`src/rtl/muldiv_pkg.sv`:
```
// Shared types and constants for the sequenced RV32M multiply/divide unit.
// Holds the funct3 operation encodings, FSM states and overflow constants.
package muldiv_pkg;

  localparam int unsigned MD_DATA_WIDTH = 32;
  localparam int unsigned MD_TAG_WIDTH  = 5;

  // Signed overflow case for DIV/REM: most-negative dividend over -1.
  localparam logic [MD_DATA_WIDTH-1:0] MD_SIGNED_MIN = {1'b1, {(MD_DATA_WIDTH-1){1'b0}}};
  localparam logic [MD_DATA_WIDTH-1:0] MD_ALL_ONES   = {MD_DATA_WIDTH{1'b1}};

  typedef enum logic [2:0] {
    OP_MUL    = 3'b000,
    OP_MULH   = 3'b001,
    OP_MULHSU = 3'b010,
    OP_MULHU  = 3'b011,
    OP_DIV    = 3'b100,
    OP_DIVU   = 3'b101,
    OP_REM    = 3'b110,
    OP_REMU   = 3'b111
  } muldiv_op_e;

  typedef enum logic [2:0] {
    ST_IDLE = 3'd0,
    ST_MUL  = 3'd1,
    ST_DIV  = 3'd2,
    ST_FIX  = 3'd3,
    ST_DONE = 3'd4
  } muldiv_state_e;

endpackage

```
`src/rtl/div_step.sv`:
```
// One radix-2 restoring division iteration (combinational).
// Ports: rem/quo/divisor in -> rem_next/quo_next out.
// The dividend is shifted out of quo MSB-first while quotient bits fill in from the LSB.
module div_step #(
  parameter int unsigned W = 32
) (
  input  logic [W-1:0] rem,
  input  logic [W-1:0] quo,
  input  logic [W-1:0] divisor,
  output logic [W-1:0] rem_next,
  output logic [W-1:0] quo_next
);

  logic [W:0] shifted;
  logic [W:0] trial;

  always_comb begin
    // rem < divisor holds on entry, so the shifted value fits in W+1 bits
    // and a set MSB of the trial difference means it went negative.
    shifted = {rem, quo[W-1]};
    trial   = shifted - {1'b0, divisor};
    if (!trial[W]) begin
      rem_next = trial[W-1:0];
      quo_next = {quo[W-2:0], 1'b1};
    end else begin
      rem_next = shifted[W-1:0];
      quo_next = {quo[W-2:0], 1'b0};
    end
  end

endmodule

```
`src/rtl/muldiv_seq.sv`:
```
// Sequenced RV32M multiply/divide unit beside the EX-stage ALU.
// Ports: clk, rst (sync, active-high); start/op/op1/op2/tag_in request;
// flush aborts in-flight work; ready/busy handshake and stall; done pulse
// with registered result/tag_out held until the next completion.
module muldiv_seq
  import muldiv_pkg::*;
#(
  parameter int unsigned DATA_WIDTH = MD_DATA_WIDTH,
  parameter int unsigned TAG_WIDTH  = MD_TAG_WIDTH
) (
  input  logic                  clk,
  input  logic                  rst,
  input  logic                  start,
  input  logic [2:0]            op,
  input  logic [DATA_WIDTH-1:0] op1,
  input  logic [DATA_WIDTH-1:0] op2,
  input  logic [TAG_WIDTH-1:0]  tag_in,
  input  logic                  flush,
  output logic                  ready,
  output logic                  busy,
  output logic                  done,
  output logic [DATA_WIDTH-1:0] result,
  output logic [TAG_WIDTH-1:0]  tag_out
);

  localparam int unsigned CNT_W = $clog2(DATA_WIDTH);
  localparam logic [DATA_WIDTH-1:0] SMIN = {1'b1, {(DATA_WIDTH-1){1'b0}}};
  localparam logic [DATA_WIDTH-1:0] ONES = {DATA_WIDTH{1'b1}};

  muldiv_state_e         state_q, state_d;
  muldiv_op_e            op_q, op_d;
  logic [DATA_WIDTH-1:0] op1_q, op1_d, op2_q, op2_d;
  logic [TAG_WIDTH-1:0]  tag_q, tag_d, tag_out_q, tag_out_d;
  logic [DATA_WIDTH-1:0] rem_q, rem_d, quo_q, quo_d, dvs_q, dvs_d;
  logic [CNT_W-1:0]      cnt_q, cnt_d;
  logic [DATA_WIDTH-1:0] result_q, result_d;
  logic                  done_q, done_d, ready_q, ready_d, busy_q, busy_d;

  logic [DATA_WIDTH-1:0]   step_rem, step_quo;
  logic [2*DATA_WIDTH-1:0] a_ext, b_ext, product;
  logic [DATA_WIDTH-1:0]   mul_res, fix_res;
  logic                    accept, in_signed, in_special;

  div_step #(.W(DATA_WIDTH)) u_div_step (
    .rem      (rem_q),
    .quo      (quo_q),
    .divisor  (dvs_q),
    .rem_next (step_rem),
    .quo_next (step_quo)
  );

  // Product at double width; operand signedness selected by the latched op.
  always_comb begin
    a_ext   = {{DATA_WIDTH{(op_q != OP_MULHU) & op1_q[DATA_WIDTH-1]}}, op1_q};
    b_ext   = {{DATA_WIDTH{((op_q == OP_MUL) || (op_q == OP_MULH)) & op2_q[DATA_WIDTH-1]}}, op2_q};
    product = a_ext * b_ext;
    mul_res = (op_q == OP_MUL) ? product[DATA_WIDTH-1:0] : product[2*DATA_WIDTH-1:DATA_WIDTH];
  end

  // Sign correction and special cases for the divide family.
  always_comb begin
    logic is_rem, is_sgn;
    is_rem = (op_q == OP_REM) || (op_q == OP_REMU);
    is_sgn = (op_q == OP_DIV) || (op_q == OP_REM);
    if (op2_q == '0) begin
      fix_res = is_rem ? op1_q : ONES;
    end else if (is_sgn && (op1_q == SMIN) && (op2_q == ONES)) begin
      fix_res = is_rem ? '0 : SMIN;
    end else if (is_rem) begin
      fix_res = (is_sgn && op1_q[DATA_WIDTH-1]) ? -rem_q : rem_q;
    end else begin
      fix_res = (is_sgn && (op1_q[DATA_WIDTH-1] ^ op2_q[DATA_WIDTH-1])) ? -quo_q : quo_q;
    end
  end

  // Request classification on the raw inputs.
  always_comb begin
    accept     = start && ready_q && !flush;
    in_signed  = !op[0];
    in_special = (op2 == '0) || (in_signed && (op1 == SMIN) && (op2 == ONES));
  end

  // Next-state and registered-output logic.
  always_comb begin
    state_d   = state_q;
    op_d      = op_q;
    op1_d     = op1_q;
    op2_d     = op2_q;
    tag_d     = tag_q;
    rem_d     = rem_q;
    quo_d     = quo_q;
    dvs_d     = dvs_q;
    cnt_d     = cnt_q;
    result_d  = result_q;
    tag_out_d = tag_out_q;
    done_d    = 1'b0;

    case (state_q)
      ST_IDLE, ST_DONE: begin
        state_d = ST_IDLE;
        if (accept) begin
          op_d  = muldiv_op_e'(op);
          op1_d = op1;
          op2_d = op2;
          tag_d = tag_in;
          if (!op[2]) begin
            state_d = ST_MUL;
          end else if (in_special) begin
            state_d = ST_FIX;
          end else begin
            state_d = ST_DIV;
            // -SMIN wraps to SMIN, which is the correct unsigned magnitude.
            quo_d   = (in_signed && op1[DATA_WIDTH-1]) ? -op1 : op1;
            dvs_d   = (in_signed && op2[DATA_WIDTH-1]) ? -op2 : op2;
            rem_d   = '0;
            cnt_d   = '0;
          end
        end
      end
      ST_MUL: begin
        result_d  = mul_res;
        tag_out_d = tag_q;
        done_d    = 1'b1;
        state_d   = ST_DONE;
      end
      ST_DIV: begin
        rem_d = step_rem;
        quo_d = step_quo;
        cnt_d = cnt_q + CNT_W'(1);
        if (cnt_q == CNT_W'(DATA_WIDTH - 1)) state_d = ST_FIX;
      end
      ST_FIX: begin
        result_d  = fix_res;
        tag_out_d = tag_q;
        done_d    = 1'b1;
        state_d   = ST_DONE;
      end
      default: state_d = ST_IDLE;
    endcase

    // Flush drops everything not already committed to the outputs.
    if (flush) begin
      state_d   = ST_IDLE;
      done_d    = 1'b0;
      result_d  = result_q;
      tag_out_d = tag_out_q;
    end

    ready_d = (state_d == ST_IDLE) || (state_d == ST_DONE);
    busy_d  = (state_d == ST_MUL) || (state_d == ST_DIV) || (state_d == ST_FIX);
  end

  always_ff @(posedge clk) begin
    if (rst) begin
      state_q   <= ST_IDLE;
      op_q      <= OP_MUL;
      op1_q     <= '0;
      op2_q     <= '0;
      tag_q     <= '0;
      rem_q     <= '0;
      quo_q     <= '0;
      dvs_q     <= '0;
      cnt_q     <= '0;
      result_q  <= '0;
      tag_out_q <= '0;
      done_q    <= 1'b0;
      ready_q   <= 1'b1;
      busy_q    <= 1'b0;
    end else begin
      state_q   <= state_d;
      op_q      <= op_d;
      op1_q     <= op1_d;
      op2_q     <= op2_d;
      tag_q     <= tag_d;
      rem_q     <= rem_d;
      quo_q     <= quo_d;
      dvs_q     <= dvs_d;
      cnt_q     <= cnt_d;
      result_q  <= result_d;
      tag_out_q <= tag_out_d;
      done_q    <= done_d;
      ready_q   <= ready_d;
      busy_q    <= busy_d;
    end
  end

  assign ready   = ready_q;
  assign busy    = busy_q;
  assign done    = done_q;
  assign result  = result_q;
  assign tag_out = tag_out_q;

endmodule

```
`config.mk`:
```
export PLATFORM = sky130hd
export DESIGN_NAME = muldiv_seq
export DESIGN_NICKNAME = d
export VERILOG_FILES = /design/src/rtl/muldiv_pkg.sv /design/src/rtl/div_step.sv /design/src/rtl/muldiv_seq.sv
export SDC_FILE = /design/constraint.sdc
export NUM_CORES = 2
export LEC_CHECK = 0
export BUFFER_PORTS_ARGS = -buffer_cell sky130_fd_sc_hd__buf_4
export CAP_MARGIN = 20
export CORE_MARGIN = 5
export CORE_UTILIZATION = 50
export DETAILED_ROUTE_END_ITERATION = 6
export PLACE_DENSITY = 0.7
export SLEW_MARGIN = 20
export SYNTH_ARGS = -nofsm -noshare
export SYNTH_HDL_FRONTEND = slang
export SYNTH_HIERARCHICAL = 1
export SYNTH_SLANG_ARGS = --single-unit
```
`constraint.sdc`:
```
create_clock -name clk -period 15 [get_ports clk]
set_input_delay 3.75 -clock clk [delete_from_list [all_inputs] [get_ports clk]]
set_output_delay 3.75 -clock clk [all_outputs]
set_load 0.01 [all_outputs]
```
==> flow_metrics.tcl <==
set metrics [dict create \
    outcome "finished clean" \
    dp.final_hpwl_mm 121 \
    final.setup.tns_ps 0 \
    drc 0 \
    crit_type "reg2reg" \
    critPathMaxStageDelay_ps 760 \
    cts-htree-levels 1 \
    grt_max_degree 81 \
    post_cts_resized 0 \
    rr_endpoint "result[31]" \
    die_height_um 333 \
    powerDensity_mw_per_mm2 40.9 \
    avgSynthCellArea_um2 8.54 \
    synth_top_area_share_pct 43.2 \
    multi_input_area_mm2 0.0419 \
    cp.arrival_ps 10180 \
    finClkSkew_ps 26.2 \
    cts_tree "built" \
    synthTopCellsByArea "fa_1 43%, dfxtp_1 8.3%, inv_1 8.2%" \
    ir_worst_vdd_mv 0.0698 \
    first_global_vias 43548 \
    antenna_found_initial 2 \
    synth.largest_area_cell "fa_1" \
    seqPwrFrac_pct 27.6 \
    gp_congestion 0.961 \
    fin_nets 7374 \
    post_cts_buffers 0 \
    worst_slew_pin_slew_ps 1110 \
    swShare_pct 43.0 \
    syn_inst 6112 \
    critPathTopFamily "adder cells" \
    pwr-share-comb_pct 47.0 \
    io_buffers 115 \
    max_freq_mhz 102 \
    cp.required_ps 15420 \
    start_kind "flop" \
    fin_area_mm2 0.0545 \
    post_drt_via_cell_ratio 5.67 \
    dpl_cell_area_mm2 0.0538 \
    antenna_left 0 \
    yosys_warnings 6 \
    overflow 0 \
    grtUsageTotal_pct 28.0 \
    hold_violations 0 \
    min_to "op2_q[23]" \
    clock_path_buffers 3 \
    postCtsHoldBufs 0 \
    drtIter0Drc 3625 \
    cp_common_cell "fa_1" \
    num_rows 118 \
    setup_violations 0 \
    crit_slowest_cell "nand3b_1" \
    clkPwrFrac_pct 25.4 \
    holdPathStages 2 \
    start_util_pct 50.4 \
    synth-seq-cells 216 \
    synth_nets 7566 \
    crit_fanout 20 \
    ios 116 \
    vias 41522 \
    hold_path_class "reg2reg" \
    min_from "op2_q[23]" \
    ys_async_sr_fraction_pct 0 \
    period_minus_slack_ps 9760 \
    seqCellArea_mm2 0.00433 \
    synth-edff-count 0 \
    die_w_um 333 \
    area_growth_pct 4.50 \
    synth.distinct_cells 85 \
    drive_gt1_share_pct 5.41 \
    syn_area_mm2 0.0522 \
    ys_seq_area_share_pct 8.29 \
    maxCapViolations 0 \
    ys.flop_type "dfxtp_1" \
    endpoint_kind "flop" \
    cts_made_buffers 23 \
    p_leak_nw 23.8 \
    p_switching_mw 0.961 \
    slew_violations 0 \
    cts_root_buffer "clkbuf_16" \
    grt_pass1_wl_mm 247 \
    period_share_pct 65.0 \
    pre_cts_slack_ps 5230 \
    die-area_mm2 0.111 \
    path_clk_slew_ps 70 \
    final.setup.worst_slack_ps 5240 \
    rsz0062_at_grt "false" \
    wl_per_cell_um 21.2 \
    fill_cells 9748 \
    max_slew_margin_pct 26.2 \
    clk_latency_ps 550 \
    reg2reg_from "op_q[2]" \
    core_mm2 0.104 \
    cp_num_buf_inv 3 \
    clock-sinks 216 \
    r2r_cells 25 \
    wirelength_mm 155 \
    drt_first_pass_iters 5 \
    intPower_mw 1.27 \
    reg2reg_slack_ps 5240 \
]
## Yosys cell counts (15+ instances only)
master       n
nand2_1   1077
a21o_1      47
buf_4       32
o31ai_1     27
clkbuf_1   376
inv_1     1136
nor3_1      50
nand2b_1    19
fa_1      1126
or2_2       16
and3_1      32
o21a_1      15
mux2_4      26
a21oi_1    248
nor4_1      27
o211ai_1    23
mux2i_1     40
o21ai_0    156
ha_1       252
or3_1       20
xnor2_1    124
xor2_1      81
or4_1       21
a211oi_1    45
nand4_1     36
dfxtp_1    216
a31oi_1     30
nor2_1     260
and2_1     320
a22o_1      34
nand3_1     23
## power by group through the flow
stage	Sequential (mW)	Combinational [mW]	Clock [mW]
floorplan	0.617	0.711	0
global placement	0.629	1.01	0
detailed placement	0.629	1.03	0
CTS	0.616	1.03	0.569
global route	0.619	1.15	0.592
finish	0.617	1.05	0.567
## cells by family after synthesis
group                    after synthesis  share of synthesized area (%)
AND/OR/NAND/NOR                     1946                           17.0
adder cells (fa/ha/maj)             1378                           49.2
AO/OA/AOI/OAI                        739                           8.96
buffers and inverters               1559                           11.5
XOR/XNOR                             206                           3.47
flip-flops                           216                           8.29
multiplexers                          68                           1.56
## worst max-delay path by stage
stage | start | end | slack, ps | depth (start not counted)
CTS | op_q[2] | result[31] | 5190 | 25
global route | op_q[2] | result[31] | 4740 | 25
floorplan | op1_q[31] | result[27] | 7160 | 25
global placement | op_q[2] | result[31] | 5510 | 25
detailed placement | op_q[2] | result[31] | 5230 | 25
finish | op_q[2] | result[31] | 5240 | 25
## layout make-up
| type | instances | share of cell area [%] |
|---|---|---|
| tap | 1380 | 3.17 |
| sequential | 216 | 7.93 |
| clock buffer | 31 | 1.20 |
| inverter | 1137 | 7.83 |
| timing repair buffer | 205 | 2.86 |
| antenna | 6 | 0.0275 |
| multi-input combinational | 4337 | 76.9 |
| clock inverter | 9 | 0.108 |
## worst reg2reg max path, cell delays in order, from the launching register on
cell      delay (ps)
dfxtp_1          370
nand3b_1         760
and2_1           710
nand2_1          240
inv_1            110
fa_1             570
fa_1             650
fa_2             550
inv_1            380
fa_1             530
fa_1             520
fa_1             570
fa_1             430
fa_1             490
inv_1             40
ha_1             370
nand2_1          120
nor2_1           270
nand3_1          180
nor4_1           240
o21ai_0          220
a21oi_1          270
o21bai_1         160
a311oi_1         450
nor4b_1          120
a311o_1          330
## layout by cell type (no fill, tap or decap), types with 14 or more instances in the layout
cell          n
mux2i_1      40
ha_1        252
xor2_1       81
nor2_1      254
xnor2_1     124
a21o_1       47
nand2b_1     19
o211ai_1     23
inv_1      1136
a31oi_1      30
and2_1      320
o21ai_0     156
a22o_1       34
nand4_1      36
o21a_1       15
and3_1       32
nor4_1       27
mux2_4       26
fa_1       1125
buf_4       204
clkbuf_16    23
a211oi_1     45
nor3_1       46
dfxtp_1     215
nand2_1    1077
o21bai_1     14
or2_2        16
a21oi_1     247
or3_1        19
nand3_1      23
o31ai_1      27
or4_1        21
## per-stage QoR
step | hold slack (ps) | utilization [%] | power (mW) | std cells
6_report | 454 | 52.6 | 2.23 | 7321
5_1_grt | 470 | 52.6 | 2.36 | 7316
4_1_cts | 450 | 52.6 | 2.22 | 7314
3_5_place_dp | 443 | 51.9 | 1.66 | 7274
3_3_place_gp | 438 | 51.9 | 1.64 | 7274
2_1_floorplan | 432 | - | 1.33 | 6112
## layer usage
| metal | track usage (%) | vias up | share of wire [%] |
|---|---|---|---|
| met5 | 0.511 | - | 0.052 |
| met3 | 4.74 | 324 | 8.2 |
| met2 | 45.7 | 1683 | 47 |
| met4 | 10.3 | 2 | 4.5 |
| li1 | - | 18258 | - |
| met1 | 38.0 | 21255 | 40 |
## registers in the layout (all words and copies together), names as in the netlist
| register | count |
|---|---|
| tag_out | 5 |
| op1_q | 32 |
| quo_q | 32 |
| result | 32 |
| op_q | 3 |
| ready | 1 |
| busy | 1 |
| tag_q | 5 |
| cnt_q | 5 |
| op2_q | 32 |
| dvs_q | 32 |
| state_q | 3 |
| rem_q | 32 |
| done | 1 |
Note: power is estimated with default switching activity, not from simulation.
